### src/rtl/fpu_share_ctrl.sv
// ---------------------------------------------------------------------------
// fpu_share_ctrl
//
// Lets two requesters share one fixed-latency FPU datapath. At most one
// operation is issued per cycle, and the two requesters take turns when both
// want the FPU. Each issued op carries a one-bit requester tag down a
// C_LATENCY-deep tracking pipe. When the op completes, its result and
// exception flags go back to that requester. Each requester has its own set
// of sticky exception flags. A flush FSM stops new issue and waits for the
// pipe to drain, so a context switch can happen cleanly.
//
// Ports
//   Clk_CI, Rst_RI     clock (rising edge); asynchronous active-high reset
//   Req_Valid_SI       per-requester request valid
//   Req_Ready_SO       per-requester accept (at most one-hot)
//   Req_Op_DI          op of requester i at [i*CMD +: CMD]
//   Req_OpA_DI/OpB_DI  operands of requester i at [i*32 +: 32]
//   Fpu_Valid_SO       issue strobe towards the FPU (registered)
//   Fpu_Op/OpA/OpB_DO  issued op and operands (hold while not issuing)
//   Fpu_Res_DI         FPU result, C_LATENCY cycles after the issue strobe
//   Fpu_Flags_DI       {IV,Inf,OF,UF,IX}, same timing as Fpu_Res_DI
//   Resp_Valid_SO      one-cycle completion pulse per requester
//   Resp_Res_DO        completing result (shared by both requesters)
//   Resp_Flags_DO      flags of the completing op only
//   Sticky_DO          accumulated flags, requester i at [i*5 +: 5]
//   Sticky_Clr_SI      per-requester sticky clear
//   Flush_SI           drain request (level)
//   Flush_Done_SO      one-cycle pulse once the drain has finished
// ---------------------------------------------------------------------------

package fpu_defs;
  // Width of the FPU command field used by the requesters and the datapath.
  localparam int C_FPU01_CMD = 4;
  // Encoding of a floating-point add on that command field.
  localparam logic [C_FPU01_CMD-1:0] C_FPU_ADD_OP = '0;
endpackage

module fpu_share_ctrl #(
  parameter int C_LATENCY = 4
) (
  input  logic                               Clk_CI,
  input  logic                               Rst_RI,
  input  logic [1:0]                         Req_Valid_SI,
  output logic [1:0]                         Req_Ready_SO,
  input  logic [2*fpu_defs::C_FPU01_CMD-1:0] Req_Op_DI,
  input  logic [63:0]                        Req_OpA_DI,
  input  logic [63:0]                        Req_OpB_DI,
  output logic                               Fpu_Valid_SO,
  output logic [fpu_defs::C_FPU01_CMD-1:0]   Fpu_Op_DO,
  output logic [31:0]                        Fpu_OpA_DO,
  output logic [31:0]                        Fpu_OpB_DO,
  input  logic [31:0]                        Fpu_Res_DI,
  input  logic [4:0]                         Fpu_Flags_DI,
  output logic [1:0]                         Resp_Valid_SO,
  output logic [31:0]                        Resp_Res_DO,
  output logic [4:0]                         Resp_Flags_DO,
  output logic [9:0]                         Sticky_DO,
  input  logic [1:0]                         Sticky_Clr_SI,
  input  logic                               Flush_SI,
  output logic                               Flush_Done_SO
);

  localparam int Cmd = fpu_defs::C_FPU01_CMD;

  // Every pipe stage except the output stage. An entry in the output stage
  // completes in the current cycle, so it no longer holds up a drain.
  localparam logic [C_LATENCY-1:0] EarlyMask = {C_LATENCY{1'b1}} >> 1;

  typedef enum logic [1:0] {
    StRun,
    StDrain,
    StDone,
    StHold
  } state_e;

  state_e               state_q;
  logic                 flushDone_q;
  logic                 rrPtr_q;

  logic [1:0]           grant_d;
  logic                 issueTag_d;
  logic [Cmd-1:0]       issueOp_d;
  logic [31:0]          issueA_d;
  logic [31:0]          issueB_d;

  logic                 issueValid_q;
  logic                 issueTag_q;
  logic [Cmd-1:0]       issueOp_q;
  logic [31:0]          issueA_q;
  logic [31:0]          issueB_q;

  logic [C_LATENCY-1:0] pipeValid_q;
  logic [C_LATENCY-1:0] pipeTag_q;

  logic                 respValid;
  logic                 respTag;
  logic                 drainBusy;

  logic [9:0]           sticky_q;
  logic [9:0]           sticky_d;

  // Grant logic. Issue happens only in RUN with no flush request present, so
  // a flush shuts the door in the same cycle it is raised. When both
  // requesters are valid, the pointer chooses between them. Ready is also
  // gated by reset, so it reads 0 while reset is held.
  always_comb begin
    grant_d = 2'b00;
    if (!Rst_RI && (state_q == StRun) && !Flush_SI) begin
      case (Req_Valid_SI)
        2'b01:   grant_d = 2'b01;
        2'b10:   grant_d = 2'b10;
        2'b11:   grant_d = rrPtr_q ? 2'b10 : 2'b01;
        default: grant_d = 2'b00;
      endcase
    end
  end

  assign Req_Ready_SO = grant_d;

  // Select the granted requester's op and operands.
  assign issueTag_d = grant_d[1];
  assign issueOp_d  = grant_d[1] ? Req_Op_DI[Cmd +: Cmd] : Req_Op_DI[0 +: Cmd];
  assign issueA_d   = grant_d[1] ? Req_OpA_DI[32 +: 32]  : Req_OpA_DI[0 +: 32];
  assign issueB_d   = grant_d[1] ? Req_OpB_DI[32 +: 32]  : Req_OpB_DI[0 +: 32];

  // Issue register and round-robin pointer. The data fields load only on a
  // grant, so the FPU sees stable operands between issues. After a grant, the
  // pointer moves to the requester that was not served.
  always_ff @(posedge Clk_CI or posedge Rst_RI) begin
    if (Rst_RI) begin
      issueValid_q <= 1'b0;
      issueTag_q   <= 1'b0;
      issueOp_q    <= '0;
      issueA_q     <= '0;
      issueB_q     <= '0;
      rrPtr_q      <= 1'b0;
    end else begin
      issueValid_q <= |grant_d;
      if (|grant_d) begin
        issueTag_q <= issueTag_d;
        issueOp_q  <= issueOp_d;
        issueA_q   <= issueA_d;
        issueB_q   <= issueB_d;
        rrPtr_q    <= ~issueTag_d;
      end
    end
  end

  assign Fpu_Valid_SO = issueValid_q;
  assign Fpu_Op_DO    = issueOp_q;
  assign Fpu_OpA_DO   = issueA_q;
  assign Fpu_OpB_DO   = issueB_q;

  // Tracking pipe. It is fed from the issue register, not from the handshake.
  // As a result, the output stage lines up with the FPU result C_LATENCY
  // cycles after the issue strobe. Reset empties the pipe, so ops that were
  // in flight during a reset never produce a response.
  always_ff @(posedge Clk_CI or posedge Rst_RI) begin
    if (Rst_RI) begin
      pipeValid_q <= '0;
      pipeTag_q   <= '0;
    end else begin
      pipeValid_q[0] <= issueValid_q;
      pipeTag_q[0]   <= issueTag_q;
      for (int k = 1; k < C_LATENCY; k++) begin
        pipeValid_q[k] <= pipeValid_q[k-1];
        pipeTag_q[k]   <= pipeTag_q[k-1];
      end
    end
  end

  assign respValid = pipeValid_q[C_LATENCY-1];
  assign respTag   = pipeTag_q[C_LATENCY-1];

  // The response data is a direct pass-through of the FPU. It is zeroed when
  // no tracked op completes, so random values on the FPU bus never leak out.
  assign Resp_Valid_SO = {respValid & respTag, respValid & ~respTag};
  assign Resp_Res_DO   = respValid ? Fpu_Res_DI   : 32'b0;
  assign Resp_Flags_DO = respValid ? Fpu_Flags_DI : 5'b0;

  // Sticky flag update. The clear is applied first and the new flags are ORed
  // in afterwards, so a response that arrives together with a clear still
  // leaves its flags behind.
  always_comb begin
    sticky_d = '0;
    for (int i = 0; i < 2; i++) begin
      sticky_d[i*5 +: 5] = (Sticky_Clr_SI[i] ? 5'b0 : sticky_q[i*5 +: 5])
                         | (Resp_Valid_SO[i] ? Resp_Flags_DO : 5'b0);
    end
  end

  always_ff @(posedge Clk_CI or posedge Rst_RI) begin
    if (Rst_RI) begin
      sticky_q <= '0;
    end else begin
      sticky_q <= sticky_d;
    end
  end

  assign Sticky_DO = sticky_q;

  // The pipe counts as drained once nothing is waiting to be issued and no
  // entry sits before the output stage. Any op still in the output stage
  // completes in this cycle.
  assign drainBusy = issueValid_q | (|(pipeValid_q & EarlyMask));

  // Flush FSM. DRAIN always lasts at least one cycle, even for an idle pipe.
  // DONE raises the done pulse for one cycle. HOLD keeps issue blocked while
  // the flush request is still high after the drain has finished.
  always_ff @(posedge Clk_CI or posedge Rst_RI) begin
    if (Rst_RI) begin
      state_q     <= StRun;
      flushDone_q <= 1'b0;
    end else begin
      flushDone_q <= 1'b0;
      case (state_q)
        StRun: begin
          if (Flush_SI) begin
            state_q <= StDrain;
          end
        end
        StDrain: begin
          if (!drainBusy) begin
            state_q     <= StDone;
            flushDone_q <= 1'b1;
          end
        end
        StDone: begin
          state_q <= Flush_SI ? StHold : StRun;
        end
        StHold: begin
          if (!Flush_SI) begin
            state_q <= StRun;
          end
        end
        default: begin
          state_q <= StRun;
        end
      endcase
    end
  end

  assign Flush_Done_SO = flushDone_q;

endmodule
### config.mk
export PLATFORM = sky130hd
export DESIGN_NAME = fpu_share_ctrl
export DESIGN_NICKNAME = d
export VERILOG_FILES = /design/src/rtl/fpu_share_ctrl.sv
export SDC_FILE = /design/constraint.sdc
export NUM_CORES = 1
export LEC_CHECK = 0
export CORE_AREA = 2 2 116 118
export DETAILED_ROUTE_END_ITERATION = 8
export DIE_AREA = 0 0 118 120
export GPL_ROUTABILITY_DRIVEN = 0
export PLACE_DENSITY = 0.86
export SYNTH_ARGS = -nofsm -noshare
export SYNTH_HDL_FRONTEND = slang
export SYNTH_SLANG_ARGS = --single-unit
### constraint.sdc
create_clock -name Clk_CI -period 6.8 [get_ports Clk_CI]
set_input_delay 0.68 -clock Clk_CI [delete_from_list [all_inputs] [get_ports Clk_CI]]
set_output_delay 0.68 -clock Clk_CI [all_outputs]
set_load 0.05 [all_outputs]
==> results.md, run 1 <==
* Area occupied by multi-input gates at 1750 um^2
* Kind of critical path: in2out
* Antenna violations before repair at 0
* TritonCTS Sinks at 92
* Seq/Total Area, Yosys at 53.5%
* Antenna diode count at 0
* Drt wl/cell at 18.0 um
* Placed cells at 794
* Synth warn at 0
* # Post-CTS Setup Buffers at 0
* Setup TNS at 0 ns
* Max-slew violations at 0
* Sw Pwr at 1.42 mW
* Register area at 2300 um^2
* Main synth FF type: dfrtp_1
* R2R cell count at 5
* Synth unique cells at 28
* Post-synthesis net count at 535
* Largest cells by area after synthesis: dfrtp_1 54%, a32oi_1 11%, o2bb2ai_1 9.2%
* Maxcap violations at 0
* First-pass GRT wire length at 23,100 um
* Max IR drop VDD at 0.000331 V
* Hold_buf cts at 0
* DR vias at 4,220
* Hold Path Depth at 0
* Status: completed
* Placed cell areas at 7350 um^2
* Most frequent cell after synthesis: dfrtp_1
* Hold Fails Final Rpt at 0
* Layout Skew at 0.00947 ns
* GR Util met1 at 22.6%
* Clk pwr share at 15.5%
* Global-route usage over all layers at 20.3%
* Starting Density at 33.1%
* Finished Layout Cells at 810
* Overflow after GRT at 0
* Layout cells sized above 1 at 6.31%
* Number of global-route vias before repair at 4,419
* FF+latch count, synth at 92
* Int Pwr at 1.66 mW
* Area leader, netlist: dfrtp_1
* Routed wire length at 14,500 um
* Busiest grt layer: met2
* Seq pwr share at 29.1%
* Slew @ Worst Pin at 1.13 ns
* CTS Buf Count at 9
* P&R area growth vs syn at 77.5%
* Pwr Density at 404 nW/um^2
* Reg clk slew, reported paths at 0.07 ns
* Post-synth top cells: 92 x dfrtp_1, 56 x a32oi_1, 45 x o2bb2ai_1
* Routed Antenna Nets at 0
* Mapped Cells at 355
* Final setup vio count at 0
* Synthesized cell area at 4300 um^2
* Synth top area share at 53.5%
* RSZ-0062 raised after global routing: false
* Comb pwr share at 55.3%
* Leakage at 2.91 nW
* Critical path arrival at 3.24 ns
* Final Cell Area at 7640 um^2
* Fin crit period at 3.92 ns
* Grt met3 use at 5.51%
* Worst Hold End: pipeTag_q[1]
* Die area at 14,200 um^2
* CTS tree: yes
* Chip Width at 118 um
* Starting DRC count in detailed routing at 178
* Root Driver: clkbuf_16
* IO Count at 301
* Routed vias/inst at 5.21
* Drt pass-1 iters at 4
* Reg2reg end: Fpu_Op_DO[2]
* Largest net degree at the start of global routing at 93
* Core area at 13,000 um^2
* R2r setup slk at 4.49 ns
* FILL cells at 1,074
* H-tree depth at 3
* Fmax at 0.255 GHz
* Post-synthesis async set-or-reset flop share at 100%
* Number of synthesized flops with an enable pin at 0
* Clock Latency Late Sink at 0.34 ns
* I/O Buffers at 300
* CP endpoint kind: output pin
* Crit path required time at 6.12 ns
* Post_cts resized at 0
* Crit path max fanout at 62
* DRC violations left at 0
* Fin crit share at 57.6%
* Tot Pwr at 3.09 mW
* Avg Inst Size Synth at 12.1 um^2
* Clk buf depth at 2
* Hpwl dp at 10,600 um
* Sw Share at 46.1%
* Hold path start: pipeTag_q[0]
* Die Y at 120 um
* Reg2reg start: state_q[0]
* Cell row count at 42
* Global-route track usage on met2 at 38.4%
* Critical path startpoint category: input pin
* Worst hold path type: reg2reg
* # nets final at 809
* Rel. slew slack at 24.8%
state kept, by name, indices dropped and copies added (netlist names):
register,count
Fpu_OpA_DO,32
Fpu_OpB_DO,32
Sticky_DO,10
Fpu_Op_DO,4
pipeTag_q,4
pipeValid_q,4
state_q,2
Flush_Done_SO,1
Fpu_Valid_SO,1
issueTag_q,1
rrPtr_q,1
kinds of logic (layout without fill, tap and decap cells):
group	Yosys count	after routing	share of synthesized area [%]
buf+inv	53	332	6.49
compound gates	153	153	32.0
flops	92	92	53.5
simple gates	57	57	7.97
per-layer routing:
metal	vias up	routed length, um
met4	0	134
met1	2076	5710
met5	-	0
met3	12	953
met2	183	7750
li1	1949	-
how the worst max path moves through the flow:
stage / depth (start not counted) / endpoint / slack (ns) / startpoint
2_1_floorplan: 1 / Flush_Done_SO / 3.73 / Rst_RI
6_report: 5 / Req_Ready_SO[0] / 2.88 / Rst_RI
3_5_place_dp: 5 / Req_Ready_SO[0] / 2.86 / Rst_RI
5_1_grt: 5 / Req_Ready_SO[0] / 2.80 / Rst_RI
4_1_cts: 5 / Req_Ready_SO[0] / 2.85 / Rst_RI
3_3_place_gp: 5 / Req_Ready_SO[0] / 2.91 / Rst_RI
worst max-delay path, stage by stage:
cell             delay, ns
clkdlybuf4s50_1       0.52
or4_2                 0.64
buf_4                 0.33
nor2_1                0.22
clkdlybuf4s50_1       0.83
power by group through the flow:
stage,sequential [mW],clock [mW],combinational (mW)
5_1_grt,0.925,0.519,1.77
6_report,0.898,0.480,1.71
2_1_floorplan,1.55,0,0.435
4_1_cts,0.898,0.491,1.72
3_3_place_gp,0.896,0,1.69
3_5_place_dp,0.900,0,1.72
final cells by class:
type	count	share of cell area (%)
inverters	11	0.573
repair buffers	305	39.7
well taps	176	2.88
clock inverters	5	0.475
multi-input cells	210	22.9
clock buffers	11	3.31
flip-flops and latches	92	30.1
stage by stage:
stage | util, % | hold slack [ns] | setup slack, ns
global placement | 56.6 | 0.332 | 2.91
finish | 58.8 | 0.344 | 2.88
CTS | 58.8 | 0.346 | 2.85
detailed placement | 56.6 | 0.336 | 2.86
floorplan | - | 0.331 | 3.73
global route | 58.8 | 0.360 | 2.80
cells in the final DEF, fill, tap and decap left out:
cell type,Yosys,routed
nand2b_2,0,1
o211ai_1,1,1
inv_4,0,1
buf_2,10,1
nand2b_1,2,1
nor4_1,1,1
a2bb2oi_1,12,12
clkbuf_16,0,9
a32oi_1,56,56
inv_1,11,10
clkinv_4,0,1
buf_4,3,5
o21a_1,1,1
o22ai_1,1,1
a21boi_4,0,1
clkdlybuf4s50_1,0,299
dfrtp_1,92,92
clkbuf_8,0,2
nor4_4,1,1
clkinv_2,0,1
and2_1,37,37
o21ai_0,5,5
o2bb2ai_2,11,11
nor2_1,2,2
o32ai_1,12,12
a21bo_2,1,1
o21ai_4,0,1
o2bb2ai_1,45,45
o21ai_1,2,1
nor2b_1,3,3
or4_2,0,1
clkinvlp_4,0,3
nand2_1,10,10
a22o_1,5,5
No activity file was read; power rests on OpenSTA's default activity.
==> inputs of run 2 (changes only) <==
Settings changed: CORE_AREA 2 2 116 118 to 2 2 118 120, DIE_AREA 0 0 118 120 to 0 0 120 122, PLACE_DENSITY 0.86 to 0.84.
Clock period 6.8 ns to 3.7 ns, I/O delays scaled along.
==> results.md, run 2 (synthesis gave the netlist of run 1 again) <==
* Finished Layout Cells at 813 (+0.37%)
* # Post-CTS Setup Buffers at 0 (unchanged)
* # nets final at 809 (unchanged)
* Starting Density at 31.9% (-1.3 points)
* Fmax at 0.353 GHz
* Crit path required time at 3.33 ns (-2.79 ns)
* Root Driver: clkbuf_16
* I/O Buffers at 300 (unchanged)
* Drt wl/cell at 18.6 um (+3.5%)
* CP endpoint kind: output pin
* Setup TNS at 0 ns (unchanged)
* Clock Latency Late Sink at 0.34 ns (about the same)
* Antenna violations before repair at 0 (unchanged)
* Hold_buf cts at 0 (unchanged)
* Drt pass-1 iters at 6 (+2)
* Kind of critical path: reg2out
* H-tree depth at 3 (unchanged)
* Area occupied by multi-input gates at 1750 um^2 (unchanged)
* Leakage at 2.93 nW (+0.62%)
* Seq pwr share at 28.7% (-0.4 points)
* Layout Skew at 0.00561 ns (-0.00386 ns)
* Critical path arrival at 2.46 ns (-0.78 ns)
* DRC violations left at 0 (unchanged)
* Clk buf depth at 2 (unchanged)
* Critical path startpoint category: flip-flop
* Hpwl dp at 11,200 um (+5.2%)
* Post_cts resized at 0 (unchanged)
* Pwr Density at 754 nW/um^2 (+87%)
* IO Count at 301 (unchanged)
* Worst hold path type: reg2reg
* Reg clk slew, reported paths at 0.06 ns (about the same)
* Antenna diode count at 0 (unchanged)
* Sw Pwr at 2.62 mW (+84%)
* Chip Width at 120 um (+1.7%)
* Routed Antenna Nets at 0 (unchanged)
* Clk pwr share at 16.8% (+1.3 points)
* Core area at 13,500 um^2 (+4.0%)
* Comb pwr share at 54.4% (-0.9 points)
* Rel. slew slack at 24.9% (+0.090 points)
* Fin crit period at 2.83 ns
* CTS Buf Count at 9 (unchanged)
* Number of global-route vias before repair at 4,274 (-3.3%)
* Status: completed
* Hold Fails Final Rpt at 0 (unchanged)
* Register area at 2300 um^2 (unchanged)
* Die Y at 122 um (+1.7%)
* Cell row count at 43 (+2.4%)
* Layout cells sized above 1 at 6.48% (+0.17 points)
* Int Pwr at 3.15 mW (+90%)
* First-pass GRT wire length at 22,400 um (-3.0%)
* Starting DRC count in detailed routing at 199 (+12%)
* Largest net degree at the start of global routing at 93 (unchanged)
* R2R cell count at 4 (-1)
* Die area at 14,600 um^2 (+3.4%)
* Fin crit share at 76.5%
* Commonest non-fill, non-tap cell in the layout: clkdlybuf4s50_1
* Commonest cells after routing, fill and taps aside: 297 x clkdlybuf4s50_1, 92 x dfrtp_1, 56 x a32oi_1, 45 x o2bb2ai_1, 37 x and2_1
* Sw Share at 45.4% (-0.70 points)
* Maxcap violations at 0 (unchanged)
* Hold Path Depth at 0 (unchanged)
* Overflow after GRT at 0 (unchanged)
* Max-slew violations at 0 (unchanged)
* DR vias at 4,184 (-0.85%)
* TritonCTS Sinks at 92 (unchanged)
* Final setup vio count at 0 (unchanged)
* Routed wire length at 15,100 um (+3.9%)
* Global-route usage over all layers at 19.5% (-0.75 points)
* Fin util at 56.7% (-2.1 points)
* Routed vias/inst at 5.15 (-1.2%)
* P&R area growth vs syn at 78.1%
* Placed cells at 798 (+0.50%)
* Slew @ Worst Pin at 1.13 ns (-0.00134 ns)
* Max IR drop VDD at 0.000472 V (+43%)
* FILL cells at 1,119 (+4.2%)
* RSZ-0062 raised after global routing: false
* Crit path max fanout at 39 (-37%)
* CTS tree: yes
==> run 2: power groups by stage <==
stage	Combinational, mW	Clock [mW]	Sequential (mW)
final	3.14	0.973	1.66
after global routing	3.25	1.04	1.71
after CTS	3.16	0.995	1.66
after detailed placement	3.16	0	1.66
after global placement	3.10	0	1.66
after floorplan	0.800	0	2.85
==> run 2: cell type report <==
cell class	count	share of cell area, %
clock buffers	9	2.94
clock inverters	6	1.16
inverters	11	0.572
multi-input cells	210	22.8
flip-flops and latches	92	30.0
well taps	180	2.94
repair buffers	305	39.5
==> run 2: critical path, stage by stage, from the launching register on <==
cell and delay, ns:
dfrtp_1 0.87, nor2b_1 0.39, clkdlybuf4s50_1 0.87
==> run 2: path summary, 6_finish.rpt <==
| check | startpoint | endpoint | slack [ns] |
|---|---|---|---|
| worst max register to register | state_q[1] | Fpu_OpA_DO[28] | 1.41 |
| max in group asynchronous | Rst_RI | Fpu_OpB_DO[16] | 2.19 |
| worst min register to register | pipeTag_q[0] | pipeTag_q[1] | 0.35 |
| worst max-delay path | pipeValid_q[3] | Resp_Valid_SO[0] | 0.87 |
| worst min-delay path | pipeTag_q[0] | pipeTag_q[1] | 0.35 |
| min in group asynchronous | Rst_RI | Sticky_DO[3] | 0.81 |
==> run 2: metrics by stage <==
stage	worst slack, ns	hold WS, ns	cell area (um^2)	total power [mW]
3_5_place_dp	0.931	0.340	7350	4.82
4_1_cts	0.813	0.353	7660	5.81
5_1_grt	0.667	0.365	7660	6.00
6_report	0.869	0.351	7660	5.77
2_1_floorplan	0.938	0.331	4300	3.65
3_3_place_gp	0.992	0.334	7350	4.76
==> run 2: routing by layer <==
| layer | up-vias | global-route usage (%) | part of all wire [%] |
|---|---|---|---|
| met1 | 2014 | 22.2 | 39 |
| li1 | 1945 | - | - |
| met4 | 0 | 8.75 | 2.9 |
| met3 | 33 | 4.21 | 7.0 |
| met5 | - | 0 | 0 |
| met2 | 192 | 35.1 | 51 |
==> inputs of run 3 (changes only) <==
Settings changed: CORE_AREA 2 2 118 120 to unset, CORE_MARGIN set to 1.5, CORE_UTILIZATION set to 32, DIE_AREA 0 0 120 122 to unset, PLACE_DENSITY 0.84 to 0.86.
Clock period 3.7 ns to 2.32 ns, I/O delays scaled along.
==> results.md, run 3 (synthesis gave the netlist of run 1 again) <==
* Reg clk slew, reported paths at 0.06 ns (about the same)
* Area occupied by multi-input gates at 1750 um^2 (unchanged)
* Busiest grt layer: met2
* P&R area growth vs syn at 78.5%
* Routed Antenna Nets at 0 (unchanged)
* Antenna diode count at 0 (unchanged)
* Layout cells sized above 1 at 14.0% (+7.5 points)
* Fin crit share at 94.0%
* Die Y at 119 um (-2.5%)
* Kind of critical path: reg2out
* GR Util met1 at 22.0% (-0.17 points)
* R2r setup slk at 0.43 ns (-0.98 ns)
* Crit path max fanout at 4 (-90%)
* I/O Buffers at 300 (unchanged)
* Core area at 13,200 um^2 (-2.3%)
* Max-slew violations at 0 (unchanged)
* Reg2reg end: rrPtr_q
* Reg2reg start: state_q[1]
* FILL cells at 1,087 (-2.9%)
* Final Cell Area at 7680 um^2 (+0.20%)
* Fmax at 0.459 GHz
* TritonCTS Sinks at 92 (unchanged)
* Crit path buffers/inverters at 1 (unchanged)
* Clk buf depth at 2 (unchanged)
* Routed wire length at 14,700 um (-2.5%)
* First-pass GRT wire length at 23,000 um (+2.7%)
* RSZ-0062 raised after global routing: false
* Max IR drop VDD at 0.000721 V (+53%)
* Commonest cells after routing, fill and taps aside: 258 x clkdlybuf4s50_1, 92 x dfrtp_1, 56 x a32oi_1, 52 x buf_4, 45 x o2bb2ai_1
* Crit path required time at 2.09 ns (-1.24 ns)
* Routed vias/inst at 5.22 (+1.5%)
* Commonest non-fill, non-tap cell in the layout: clkdlybuf4s50_1
* Slew @ Worst Pin at 0.913 ns (-0.213 ns)
* Slowest cell on crit path: or4_2
* Global-route track usage on met2 at 39.0% (+3.9 points)
* Fin crit period at 2.18 ns
* CTS tree: yes
* Setup TNS at 0 ns (unchanged)
* Chip Width at 119 um (-0.88%)
* Leakage at 3.06 nW (+4.6%)
* Hold path start: Req_Valid_SI[1]
* Worst path top cell family by delay: simple AND/OR/NAND/NOR gates
* Drt wl/cell at 18.0 um (-3.3%)
* Starting DRC count in detailed routing at 175 (-12%)
* Layout Skew at 0.00995 ns (+0.00435 ns)
* Hold_buf cts at 0 (unchanged)
* # nets final at 818 (+1.1%)
* DR vias at 4,276 (+2.2%)
* Crit path cell chain: or4_2 > nor2_1 > buf_12
* Grt met3 use at 5.27% (+1.1 points)
* Post_cts resized at 0 (unchanged)
* Starting Density at 32.6% (+0.76 points)
* # Post-CTS Setup Buffers at 0 (unchanged)
* Setup ws final at 0.140 ns (-0.729 ns)
* Hold Path Depth at 3 (+3)
* Status: completed
* Hpwl dp at 11,100 um (-0.36%)
* Critical path startpoint category: flip-flop
* Critical path arrival at 1.95 ns (-0.51 ns)
* Placed cell areas at 7350 um^2 (about the same)
* Final setup vio count at 0 (unchanged)
* Crit path largest cell delay at 0.77 ns (-0.10 ns)
* R2R cell count at 4 (unchanged)
* DRC violations left at 0 (unchanged)
* Overflow after GRT at 0 (unchanged)
* Antenna violations before repair at 0 (unchanged)
* Register area at 2300 um^2 (unchanged)
* Die area at 14,100 um^2 (-3.4%)
* Clock Latency Late Sink at 0.33 ns (about the same)
* Number of global-route vias before repair at 4,443 (+4.0%)
* H-tree depth at 3 (unchanged)
* Worst Hold End: issueTag_q
* IO Count at 301 (unchanged)
* CP endpoint kind: output pin
* Global-route usage over all layers at 20.5% (+1.0 points)
* Cell row count at 42 (-2.3%)
* Pre-CTS WS at 0.0740 ns (-0.857 ns)
* Maxcap violations at 0 (unchanged)
* Worst hold path type: in2reg
* CTS Buf Count at 9 (unchanged)
* Largest net degree at the start of global routing at 51 (-45%)
* Rel. slew slack at 39.0% (+14 points)
* Pwr Density at 1210 nW/um^2 (+60%)
* Hold Fails Final Rpt at 0 (unchanged)
* Root Driver: clkbuf_16
* Drt pass-1 iters at 4 (-2)
[run 3: worst max-delay path by stage]
stage,start,endpoint,slack [ns],cells after the start
finish,state_q[1],Req_Ready_SO[1],0.14,3
global route,state_q[1],Req_Ready_SO[1],0.007,3
CTS,state_q[1],Req_Ready_SO[0],0.11,3
detailed placement,Rst_RI,rrPtr_q,0.07,5
global placement,Rst_RI,rrPtr_q,0.09,5
floorplan,state_q[0],Req_Ready_SO[0],0.22,4
[run 3: area by class of cell]
| class | instances | area share (%) |
|---|---|---|
| timing repair buffer | 314 | 39.6 |
| clock inverter | 6 | 1.12 |
| tap | 176 | 2.87 |
| sequential | 92 | 30.0 |
| inverter | 11 | 0.587 |
| multi-input combinational | 210 | 22.8 |
| clock buffer | 10 | 3.11 |
[run 3: report_power, final]
| part | internal, mW | switching [mW] | total, mW |
|---|---|---|---|
| Clock | 0.973 | 0.604 | 1.58 |
| Combinational | 1.89 | 3.15 | 5.04 |
| Sequential | 2.22 | 0.418 | 2.64 |
| Total | 5.08 | 4.18 | 9.26 |
[run 3: routing by layer]
layer	part of all wire, %	wire length [um]	vias to the layer above
met5	0	0	-
met4	1.9	273	0
met3	7.2	1060	20
met2	53	7800	204
met1	38	5580	2085
li1	-	-	1967
[run 3: stage by stage]
| step | cells | total power, mW | hold slack [ns] | util [%] |
|---|---|---|---|---|
| final | 819 | 9.26 | 0.302 | 58.2 |
| after global routing | 819 | 9.65 | 0.343 | 58.2 |
| after CTS | 819 | 9.33 | 0.301 | 58.2 |
| after detailed placement | 803 | 7.71 | 0.335 | 55.7 |
| after global placement | 803 | 7.60 | 0.337 | 55.7 |
| after floorplan | 355 | 5.82 | 0.331 | - |
[run 3: worst min-delay path, cell delays in order]
cell and delay [ns]:
buf_2 0.15, nand2_1 0.11, o211ai_1 0.08
